### config.mk
export PLATFORM = sky130hd
export DESIGN_NAME = sdspi_init_seq
export DESIGN_NICKNAME = d
export VERILOG_FILES = /design/src/rtl/sdspi_pkg.sv /design/src/rtl/sdspi_timeout.sv /design/src/rtl/sdspi_init_seq.sv
export SDC_FILE = /design/constraint.sdc
export NUM_CORES = 1
export LEC_CHECK = 0
export CORE_MARGIN = 2
export CORE_UTILIZATION = 45
export DETAILED_ROUTE_END_ITERATION = 12
export MAX_ROUTING_LAYER = met4
export PLACE_DENSITY = 0.78
export SLEW_MARGIN = 20
export SYNTH_ARGS = -nofsm -noshare
export SYNTH_HDL_FRONTEND = slang
export SYNTH_SLANG_ARGS = --single-unit
### constraint.sdc
create_clock -name i_clk -period 5.25 [get_ports i_clk]
set_input_delay 0.7875 -clock i_clk [delete_from_list [all_inputs] [get_ports i_clk]]
set_output_delay 0.7875 -clock i_clk [all_outputs]
set_load 0.005 [all_outputs]
### src/rtl/sdspi_pkg.sv
// Shared SD-card SPI init definitions: command indices, response types,
// failure codes, sequencer state/step enumerations and the per-step command table.
package sdspi_pkg;

  localparam logic [5:0] CMD_GO_IDLE      = 6'd0;
  localparam logic [5:0] CMD_SEND_IF_COND = 6'd8;
  localparam logic [5:0] CMD_CRC_ON_OFF   = 6'd59;
  localparam logic [5:0] CMD_APP          = 6'd55;
  localparam logic [5:0] ACMD_SD_SEND_OP  = 6'd41;
  localparam logic [5:0] CMD_READ_OCR     = 6'd58;

  localparam logic [1:0] RT_R1   = 2'b00;
  localparam logic [1:0] RT_R1B  = 2'b01;
  localparam logic [1:0] RT_R3R7 = 2'b10;

  localparam logic [3:0] ERR_NONE    = 4'd0;
  localparam logic [3:0] ERR_CMD0    = 4'd1;
  localparam logic [3:0] ERR_CMD8    = 4'd2;
  localparam logic [3:0] ERR_R1      = 4'd3;
  localparam logic [3:0] ERR_RETRY   = 4'd4;
  localparam logic [3:0] ERR_CMD58   = 4'd5;
  localparam logic [3:0] ERR_TIMEOUT = 4'd6;
  localparam logic [3:0] ERR_CMD59   = 4'd7;

  localparam logic [31:0] CMD8_ARG   = 32'h0000_01AA;
  localparam logic [31:0] ACMD41_HCS = 32'h4000_0000;
  localparam int          CMD0_TRIES = 8;

  typedef enum logic [2:0] {
    ST_IDLE, ST_PREAMBLE, ST_ISSUE, ST_WAIT, ST_DONE, ST_ERROR
  } state_t;

  typedef enum logic [2:0] {
    STEP_CMD0, STEP_CMD8, STEP_CMD59, STEP_CMD55, STEP_ACMD41, STEP_CMD58
  } step_t;

  typedef struct packed {
    logic [1:0]  ctype;
    logic [5:0]  idx;
    logic [31:0] arg;
  } cmd_t;

  // Response type, index and argument for each step; v2 selects the HCS bit.
  function automatic cmd_t cmd_for_step(input step_t step, input logic v2);
    cmd_t c;
    c.ctype = RT_R1;
    c.idx   = CMD_GO_IDLE;
    c.arg   = 32'd0;
    case (step)
      STEP_CMD8: begin
        c.ctype = RT_R3R7;
        c.idx   = CMD_SEND_IF_COND;
        c.arg   = CMD8_ARG;
      end
      STEP_CMD59: begin
        c.idx = CMD_CRC_ON_OFF;
        c.arg = 32'd1;
      end
      STEP_CMD55: c.idx = CMD_APP;
      STEP_ACMD41: begin
        c.idx = ACMD_SD_SEND_OP;
        c.arg = v2 ? ACMD41_HCS : 32'd0;
      end
      STEP_CMD58: begin
        c.ctype = RT_R3R7;
        c.idx   = CMD_READ_OCR;
      end
      default: ;
    endcase
    return c;
  endfunction

endpackage

### src/rtl/sdspi_timeout.sv
// Loadable saturating down-counter; o_expired is high whenever the count is zero.
module sdspi_timeout #(
  parameter int CNT_W = 21
) (
  input  logic             i_clk,
  input  logic             i_reset,
  input  logic             i_load,
  input  logic [CNT_W-1:0] i_load_val,
  input  logic             i_en,
  output logic             o_expired
);

  logic [CNT_W-1:0] count;

  always_ff @(posedge i_clk) begin
    if (i_reset) begin
      count <= '0;
    end else if (i_load) begin
      count <= i_load_val;
    end else if (i_en && (count != '0)) begin
      count <= count - 1'b1;
    end
  end

  assign o_expired = (count == '0);

endmodule

### src/rtl/sdspi_init_seq.sv
// SD-card SPI-mode initialization sequencer: 0xFF preamble, CMD0/CMD8/CMD55/ACMD41/CMD58.
// Define SDSPI_INIT_CMD59_EN to insert CMD59 (CRC on) between CMD8 and CMD55.
module sdspi_init_seq
  import sdspi_pkg::*;
#(
  parameter int RETRY_LIMIT    = 1000,
  parameter int PREAMBLE_BYTES = 10,
  parameter int WAIT_TIMEOUT   = 2**20
) (
  input  logic        i_clk,
  input  logic        i_reset,
  input  logic        i_start,
  output logic        o_busy,
  output logic        o_ready,
  output logic        o_error,
  output logic [3:0]  o_err_code,
  output logic [31:0] o_ocr,
  output logic        o_sdhc,
  output logic        o_cmd_stb,
  output logic [1:0]  o_cmd_type,
  output logic [5:0]  o_cmd,
  output logic [31:0] o_cmd_data,
  input  logic        i_cmd_busy,
  input  logic        i_cmd_rxvalid,
  input  logic [39:0] i_cmd_response,
  output logic        o_pre_active,
  output logic        o_pre_stb,
  output logic [7:0]  o_pre_byte,
  input  logic        i_ll_busy
);

  localparam int PW = $clog2(PREAMBLE_BYTES + 1);
  localparam int RW = $clog2(RETRY_LIMIT + 1);
  localparam int TW = $clog2(WAIT_TIMEOUT + 1);

  localparam logic [PW-1:0] PRE_LAST  = PW'(PREAMBLE_BYTES - 1);
  localparam logic [RW-1:0] RETRY_MAX = RW'(RETRY_LIMIT - 1);
  localparam logic [TW-1:0] TMO_LOAD  = TW'(WAIT_TIMEOUT - 1);
  localparam logic [2:0]    CMD0_MAX  = 3'(CMD0_TRIES - 1);

`ifdef SDSPI_INIT_CMD59_EN
  localparam step_t STEP_AFTER_CMD8 = STEP_CMD59;
`else
  localparam step_t STEP_AFTER_CMD8 = STEP_CMD55;
`endif

  typedef enum logic [1:0] {BR_ISSUE, BR_ERR, BR_DONE} br_t;

  state_t          state;
  step_t           step;
  logic            v2;
  logic [PW-1:0]   pre_cnt;
  logic [RW-1:0]   retry_cnt;
  logic [2:0]      cmd0_tries;
  logic [39:0]     resp_r;
  logic            resp_pend;
  cmd_t            cmd_r;
  logic            cmd_accept;
  logic            tmo_expired;
  logic [7:0]      r1;

  br_t             br_kind;
  step_t           br_step;
  logic [3:0]      br_code;
  logic            br_v2;
  logic            br_cmd0_inc;
  logic            br_retry_inc;

  assign o_cmd_type = cmd_r.ctype;
  assign o_cmd      = cmd_r.idx;
  assign o_cmd_data = cmd_r.arg;
  assign o_pre_byte = 8'hFF;
  assign r1         = resp_r[39:32];
  assign cmd_accept = (state == ST_ISSUE) && o_cmd_stb && !i_cmd_busy;

  sdspi_timeout #(
    .CNT_W (TW)
  ) u_timeout (
    .i_clk      (i_clk),
    .i_reset    (i_reset),
    .i_load     (cmd_accept),
    .i_load_val (TMO_LOAD),
    .i_en       (state == ST_WAIT),
    .o_expired  (tmo_expired)
  );

  // Decision taken the cycle after a response was captured.
  always_comb begin
    br_kind      = BR_ERR;
    br_step      = step;
    br_code      = ERR_NONE;
    br_v2        = v2;
    br_cmd0_inc  = 1'b0;
    br_retry_inc = 1'b0;
    case (step)
      STEP_CMD0: begin
        if (r1 == 8'h01) begin
          br_kind = BR_ISSUE;
          br_step = STEP_CMD8;
        end else if (cmd0_tries >= CMD0_MAX) begin
          br_code = ERR_CMD0;
        end else begin
          br_kind     = BR_ISSUE;
          br_cmd0_inc = 1'b1;
        end
      end
      STEP_CMD8: begin
        if (r1[2]) begin
          br_kind = BR_ISSUE;
          br_step = STEP_AFTER_CMD8;
          br_v2   = 1'b0;
        end else if (resp_r[11:0] == 12'h1AA) begin
          br_kind = BR_ISSUE;
          br_step = STEP_AFTER_CMD8;
          br_v2   = 1'b1;
        end else begin
          br_code = ERR_CMD8;
        end
      end
`ifdef SDSPI_INIT_CMD59_EN
      STEP_CMD59: begin
        if (r1 <= 8'h01) begin
          br_kind = BR_ISSUE;
          br_step = STEP_CMD55;
        end else begin
          br_code = ERR_CMD59;
        end
      end
`endif
      STEP_CMD55: begin
        if (r1 <= 8'h01) begin
          br_kind = BR_ISSUE;
          br_step = STEP_ACMD41;
        end else begin
          br_code = ERR_R1;
        end
      end
      STEP_ACMD41: begin
        if (r1 == 8'h00) begin
          br_kind = BR_ISSUE;
          br_step = STEP_CMD58;
        end else if (r1 == 8'h01) begin
          if (retry_cnt >= RETRY_MAX) begin
            br_code = ERR_RETRY;
          end else begin
            br_kind      = BR_ISSUE;
            br_step      = STEP_CMD55;
            br_retry_inc = 1'b1;
          end
        end else begin
          br_code = ERR_R1;
        end
      end
      STEP_CMD58: begin
        if (r1 == 8'h00) br_kind = BR_DONE;
        else             br_code = ERR_CMD58;
      end
      default: br_code = ERR_CMD0;
    endcase
  end

  always_ff @(posedge i_clk) begin
    if (i_reset) begin
      state        <= ST_IDLE;
      step         <= STEP_CMD0;
      v2           <= 1'b0;
      pre_cnt      <= '0;
      retry_cnt    <= '0;
      cmd0_tries   <= '0;
      resp_r       <= '0;
      resp_pend    <= 1'b0;
      cmd_r        <= '0;
      o_busy       <= 1'b0;
      o_ready      <= 1'b0;
      o_error      <= 1'b0;
      o_err_code   <= ERR_NONE;
      o_ocr        <= '0;
      o_sdhc       <= 1'b0;
      o_cmd_stb    <= 1'b0;
      o_pre_active <= 1'b0;
      o_pre_stb    <= 1'b0;
    end else begin
      case (state)
        ST_IDLE, ST_DONE, ST_ERROR: begin
          if (i_start) begin
            state        <= ST_PREAMBLE;
            o_busy       <= 1'b1;
            o_ready      <= 1'b0;
            o_error      <= 1'b0;
            o_err_code   <= ERR_NONE;
            o_pre_active <= 1'b1;
            o_pre_stb    <= 1'b1;
            pre_cnt      <= '0;
            retry_cnt    <= '0;
            cmd0_tries   <= '0;
            v2           <= 1'b0;
          end
        end
        ST_PREAMBLE: begin
          if (!i_ll_busy) begin
            if (pre_cnt == PRE_LAST) begin
              o_pre_active <= 1'b0;
              o_pre_stb    <= 1'b0;
              state        <= ST_ISSUE;
              step         <= STEP_CMD0;
              cmd_r        <= cmd_for_step(STEP_CMD0, v2);
              o_cmd_stb    <= 1'b1;
            end else begin
              pre_cnt <= pre_cnt + 1'b1;
            end
          end
        end
        ST_ISSUE: begin
          if (cmd_accept) begin
            o_cmd_stb <= 1'b0;
            resp_pend <= 1'b0;
            state     <= ST_WAIT;
          end
        end
        ST_WAIT: begin
          if (resp_pend) begin
            resp_pend <= 1'b0;
            case (br_kind)
              BR_ISSUE: begin
                state     <= ST_ISSUE;
                step      <= br_step;
                v2        <= br_v2;
                cmd_r     <= cmd_for_step(br_step, br_v2);
                o_cmd_stb <= 1'b1;
                if (br_cmd0_inc)  cmd0_tries <= cmd0_tries + 1'b1;
                if (br_retry_inc) retry_cnt  <= retry_cnt + 1'b1;
              end
              BR_DONE: begin
                state   <= ST_DONE;
                o_busy  <= 1'b0;
                o_ready <= 1'b1;
                o_ocr   <= resp_r[31:0];
                o_sdhc  <= resp_r[30];
              end
              default: begin
                state      <= ST_ERROR;
                o_busy     <= 1'b0;
                o_error    <= 1'b1;
                o_err_code <= br_code;
              end
            endcase
          end else if (i_cmd_rxvalid) begin
            resp_r    <= i_cmd_response;
            resp_pend <= 1'b1;
          end else if (tmo_expired) begin
            state      <= ST_ERROR;
            o_busy     <= 1'b0;
            o_error    <= 1'b1;
            o_err_code <= ERR_TIMEOUT;
          end
        end
        default: state <= ST_IDLE;
      endcase
    end
  end

endmodule

Word-level counts from Yosys, hierarchy flattened
Index checks and enable logic that the tools add are counted.
W data, S select, Z words.
Storage, ports and cells
  register bits after elaboration: 168
  bits of input ports: 46
  output and inout bits: 91
  word-level logic and storage cells: 207
Operators by class
  add/subtract/negate cells: 4
  order comparisons: 3
  equality and inequality tests: 32
  mux-type cells: 112
  bitwise gates (word level): 1
  reductions and logical operators: 34
Operators by type and width (number)
  $mux W40: 4
  $pmux W31 S3: 1
  $pmux W40 S2: 1
  $mux W3: 24
  $mux W1: 43
  $mux W10: 4
  $mux W20: 2
  $mux W4: 9
  $mux W31: 1
  $pmux W6 S5: 1
  $reduce_and A5 Y1: 5
  $pmux W3 S4: 2
  $logic_not A21 Y1: 1
  $reduce_bool A21 Y1: 1
  $sub A21 B1 Y21 const B: 1
  $ne A2 B2 Y1 const B: 10
  $pmux W10 S2: 1
  $pmux W4 S5: 1
  $eq A3 B3 Y1 const B: 6
  $pmux W3 S2: 3
  $pmux W4 S2: 2
  $reduce_and A4 Y1: 4
  $eq A3 B2 Y1 const B: 5
  $eq A12 B9 Y1 const B: 1
  other kinds (28): 53

Depth between registers and ports, before layout
  word-level depth: 11
  mapped depth: 12

By module
From an unflattened synthesis, not the netlist that was laid out.
Second synthesis, totals
  cells, all modules: 798
  area, all modules: 6477.5 sq um
Modules (own cells, without submodules)
  sdspi_init_seq: times used 1, cells each 650, area an instance 5202.5 sq um, seq. area each 2282.2 sq um
  sdspi_timeout: times used 1, cells each 148, area an instance 1275.0 sq um, seq. area each 420.4 sq um

Worst setup path before layout
Ideal clock, no wire load.
  path type: reg2reg
  start: register u_timeout.count[0]
  end: register u_timeout.count[18]
  arrival: 2216 ps
  setup slack: 2901 ps
  cell stages (with the launch flop): 12
  buffers on the path: 2
  clock period less this slack: 2349 ps
  cells stage by stage: dfxtp_1 > inv_1 > ha_1 > nand2b_1 > or3b_1 > buf_2 > o41ai_4 > or4_4 > buf_6 > nor3_1 > xnor2_1 > a21oi_1
Between the ends
  cells in the longest elaborated chain, start to end: 3
  elaborated cells between the ends (all ways): 6
Ends and longest elaborated chain
  start: declaration: line sdspi_timeout.sv:13  | logic [CNT_W-1:0] count;
  start signal: assignment: line sdspi_timeout.sv:19  | count <= i_load_val;
  start signal: assignment: line sdspi_timeout.sv:21  | count <= count - 1'b1;
  $sub A21 B1 Y21 or $reduce_bool A21 Y1 (tied branches): line sdspi_timeout.sv:21, sdspi_timeout.sv:20
  $mux W20 or $logic_and A1 B1 Y1 (tied branches): line sdspi_timeout.sv:20  | end else if (i_en && (count != '0)) begin
  $mux W20 or $reduce_bool A2 Y1 (tied branches)
Several ways; a longest one is shown, not always the timed one. The select of a mux whose other input is x is not followed.
A chain may end at the register's enable or synchronous reset.

Worst setup path in the final report
  start: register resp_r[34]
  end: register retry_cnt[7]
Between the ends
  cells in the longest elaborated chain, start to end: 7
  elaborated cells between the ends (all ways): 17
Ends and longest elaborated chain
  start: declaration: line sdspi_init_seq.sv:55  | logic [39:0] resp_r;
  start signal: assignment: line sdspi_init_seq.sv:248  | resp_r <= i_cmd_response;
  parallel branches: the longest is 6 deep, another holds $le A8 B1 Y1
  $reduce_and A5 Y1 (no line) *
  end signal: assignment: line sdspi_init_seq.sv:231  | if (br_retry_inc) retry_cnt <= retry_cnt + 1'b1;
  end: declaration: line sdspi_init_seq.sv:53  | logic [RW-1:0] retry_cnt;
Every way passes the cells marked *.

==> key figures <==
Yosys
  • Post-synthesis mux area share: 0.347%
  • Xor-xnor portion of the synthesized cell area: 3.00%
  • Distinct cell type count of the synthesized netlist: 63
  • Dominant cell by count in the synthesized netlist: sky130_fd_sc_hd__nand2_1
  • Share of flip-flops with an asynchronous set or reset after synthesis: 0%
  • Largest cells by area after synthesis: sky130_fd_sc_hd__dfxtp_1, sky130_fd_sc_hd__nand2_1, sky130_fd_sc_hd__a21oi_1
  • Ys flop type: sky130_fd_sc_hd__dfxtp_1
  • Synth top area share: 44.0%
  • Top post-synthesis cells by count: sky130_fd_sc_hd__nand2_1, sky130_fd_sc_hd__dfxtp_1, sky130_fd_sc_hd__a21oi_1, sky130_fd_sc_hd__buf_4, sky130_fd_sc_hd__clkbuf_1
  • Compound-gate portion of the synthesized area: 17.9%
  • Number of storage elements in the synthesis netlist: 135
  • Syn Inst Count: 771
  • Number of enable-type register cells in the synthesized netlist: 0
  • Arithmetic-cell share of the synthesized area counting full adders, half adders and majority gates: 1.22%
  • Share of synthesized cell area in and, or, nand and nor gates: 24.1%
  • Combinational family with the most area after synthesis: simple AND/OR/NAND/NOR gates
  • Share of the yosys chip area belonging to registers: 44.0%
  • Synthesized area divided by synthesized cell count: 7.96 um^2
  • Netlist Area Pre-Place: 6140 um^2
  • Leading area contributor after synthesis: sky130_fd_sc_hd__dfxtp_1
  • YS warnings: 0

STA
  • Final hold violation count: 0
  • Worst Max-Slew Pin Slew: 0.806 ns
  • Final critical path time including I/O delays and setup: 2.78 ns
  • Period utilisation layout: 52.9%
  • Slew Viols, Final: 0
  • Relative slew slack: 46.3%
  • Finish-stage setup viols: 0
  • Max Fclk: 360 MHz
  • Final hold slack: 0.445 ns
  • Fin worst setup slack: 2.47 ns
  • Unrepaired setup endpoints after global routing: no
  • Post-route clock skew: 0.0102 ns
  • Final-layout setup total negative slack: 0 ns

Route
  • Detail-routed via count per cell: 5.17
  • Total iterations of the first detailed-routing run: 5
  • DRC marker count from the first detailed-route iteration: 363
  • Number of nets still failing antenna checks after routing: 0
  • Routed length per instance: 13.6 um
  • Via count: 5,315
  • Number of DRC violations after detailed routing: 0
  • Total Wirelength: 14,000 um

Floorplan
  • Core area: 13,300 um^2
  • Count of boundary I/O pins: 137
  • Chip width: 121 um
  • Initial core utilization: 46.2%
  • # rows: 42
  • Die Area: 14,600 um^2
  • Height of the chip: 121 um

Global route
  • Number of global-route vias before repair: 4,799
  • Wire length of the first global-routing pass: 22,800 um
  • Total congestion overflow: 0
  • Gr usage total: 20.0%
  • Number of antenna violations at the first check in global routing: 0
  • Largest net degree at the start of global routing: 72

Setup path
  • Crit path launch type: flip-flop
  • Largest fanout on the critical path: 11
  • CP Capture Type: flip-flop
  • Worst Path Arrival: 3.06 ns
  • Required time reported for the critical path endpoint: 5.53 ns
  • Path type of the worst setup path: reg -> reg

Clock tree
  • Maximum buffer depth of the clock tree: 2
  • CTS H-Tree Depth: 4
  • # Post-CTS Setup Buffers: 0
  • Clock buffers created by TritonCTS: 17
  • Clock network latency to the later pin of the worst-skew pair: 0.42 ns
  • Clock root buffer master: sky130_fd_sc_hd__clkbuf_16
  • Sink Count: 135
  • Register clock-pin slew on the reported worst setup and hold paths: 0.06 ns
  • Clock tree from TritonCTS: yes
  • Number of gates given a new drive strength after cts: 0
  • Cts hold-fix bufs: 0

Cells and area
  • Number of diodes: 0
  • Count of nets after finishing: 892
  • Share of layout cells above drive strength 1: 5.98%
  • Area growth from synthesis to layout: 24.0%
  • Total of fill cells in the finished design: 1,195

Run status
  • Status: complete, no violations

Pwr
  • Ratio of total power to cell area: 311 nW/um^2
  • Standby leakage power: 2.68 nW
  • Peak supply drop: 0.000222 V

Placed design
  • Post-placement worst setup slack: 2.35 ns
  • Final estimated routing congestion in global placement: 0.867
  • Buffers on Ports: 101
  • Half-perimeter wire length after detailed placement: 9070 um

Run
  • Max Cap Viol: 0

Worst hold path
  • Worst min path class: reg -> reg
-- path summary, 6_finish.rpt --
kind | startpoint | end | slack (ns) | depth (start not counted)
max | resp_r[34] | retry_cnt[7] | 2.47 | 7
min reg2reg | o_cmd_data[30] | o_cmd_data[30] | 0.44 | 2
min | o_cmd_data[30] | o_cmd_data[30] | 0.44 | 2
max reg2reg | resp_r[34] | retry_cnt[7] | 2.47 | 7
-- flip-flops by register name, summed over array words and instances (netlist names), 3 cells and up --
signal,flops
resp_r,40
o_ocr,32
u_timeout.count,21
retry_cnt,10
o_cmd,5
pre_cnt,4
cmd0_tries,3
o_cmd_data,3
o_err_code,3
state,3
step,3
-- layout by cell type (no fill, tap or decap), types with 3 or more instances in the layout --
cell type and count:
sky130_fd_sc_hd__nand2b_1 12, sky130_fd_sc_hd__a311oi_1 4, sky130_fd_sc_hd__nor3_1 12, sky130_fd_sc_hd__buf_4 6
sky130_fd_sc_hd__nand3_1 6, sky130_fd_sc_hd__xor2_1 4, sky130_fd_sc_hd__and3_1 4, sky130_fd_sc_hd__a21oi_1 123
sky130_fd_sc_hd__clkinvlp_4 4, sky130_fd_sc_hd__clkinv_2 3, sky130_fd_sc_hd__o21a_1 3, sky130_fd_sc_hd__or4_1 7
sky130_fd_sc_hd__ha_1 6, sky130_fd_sc_hd__a21o_1 3, sky130_fd_sc_hd__nor4_2 4, sky130_fd_sc_hd__nand2_1 178
sky130_fd_sc_hd__o31ai_1 4, sky130_fd_sc_hd__a31oi_1 6, sky130_fd_sc_hd__nor2_1 35, sky130_fd_sc_hd__nand3b_1 3
sky130_fd_sc_hd__and2_1 6, sky130_fd_sc_hd__bufinv_16 3, sky130_fd_sc_hd__or2_2 3, sky130_fd_sc_hd__nor4_1 5
sky130_fd_sc_hd__clkdlybuf4s50_1 100, sky130_fd_sc_hd__nand4_1 7, sky130_fd_sc_hd__inv_1 15, sky130_fd_sc_hd__o21ai_0 24
sky130_fd_sc_hd__nand4b_1 3, sky130_fd_sc_hd__clkbuf_16 17, sky130_fd_sc_hd__xnor2_1 17, sky130_fd_sc_hd__or3_1 12
sky130_fd_sc_hd__dfxtp_1 135, sky130_fd_sc_hd__conb_1 35
-- area by class of cell --
| cell class | instances | area, um^2 | share of cell area, % |
|---|---|---|---|
| multi-input combinational | 565 | 2990 | 39.3 |
| clock buffer | 20 | 447 | 5.87 |
| timing repair buffer | 106 | 1050 | 13.7 |
| inverter | 15 | 56.3 | 0.740 |
| tap | 176 | 220 | 2.89 |
| clock inverter | 12 | 153 | 2.01 |
| sequential | 135 | 2700 | 35.5 |
-- report_power, final --
| part | internal [mW] | switching (mW) | leakage, nW |
|---|---|---|---|
| sequential | 1.03 | 0.00894 | 1.09 |
| combinational | 0.0550 | 0.0647 | 1.31 |
| clock | 0.757 | 0.448 | 0.282 |
-- worst max-delay path: stages (launching register included) --
cell and delay (ns):
sky130_fd_sc_hd__dfxtp_1 0.36, sky130_fd_sc_hd__nor3_1 0.59, sky130_fd_sc_hd__nand2_1 0.40, sky130_fd_sc_hd__nor3b_1 0.35, sky130_fd_sc_hd__nor2_1 0.16, sky130_fd_sc_hd__nor3_1 0.50
sky130_fd_sc_hd__a31o_2 0.23, sky130_fd_sc_hd__a21oi_1 0.05
-- metal layers --
layer	wire (um)	vias to the layer above	part of all wire, %	track usage (%)
met5	0	-	0	-
met4	264	0	1.9	7.85
met3	850	24	6.1	5.57
met2	6210	163	44	30.2
met1	6670	2433	48	25.5
li1	-	2695	-	-
-- cell families (layout without fill, tap and decap cells) --
group / after synthesis / count (layout)
adders and majority gates: 6 / 6
buffers and inverters: 104 / 153
other: 2 / 35
muxes: 2 / 2
and+or+nand+nor: 311 / 311
DFF: 135 / 135
AOI/OAI and AO/OA: 190 / 190
xor gates and xnor gates: 21 / 21
-- metrics by stage --
step	area, um^2	instances	power, mW	utilization (%)
5_1_grt	7610	1029	2.44	57.3
3_5_place_dp	7010	997	1.18	52.7
4_1_cts	7610	1029	2.38	57.3
3_3_place_gp	7010	997	1.18	52.7
2_1_floorplan	6260	804	1.14	-
6_report	7610	1029	2.36	57.3
Power figures use the tool's default switching activity.
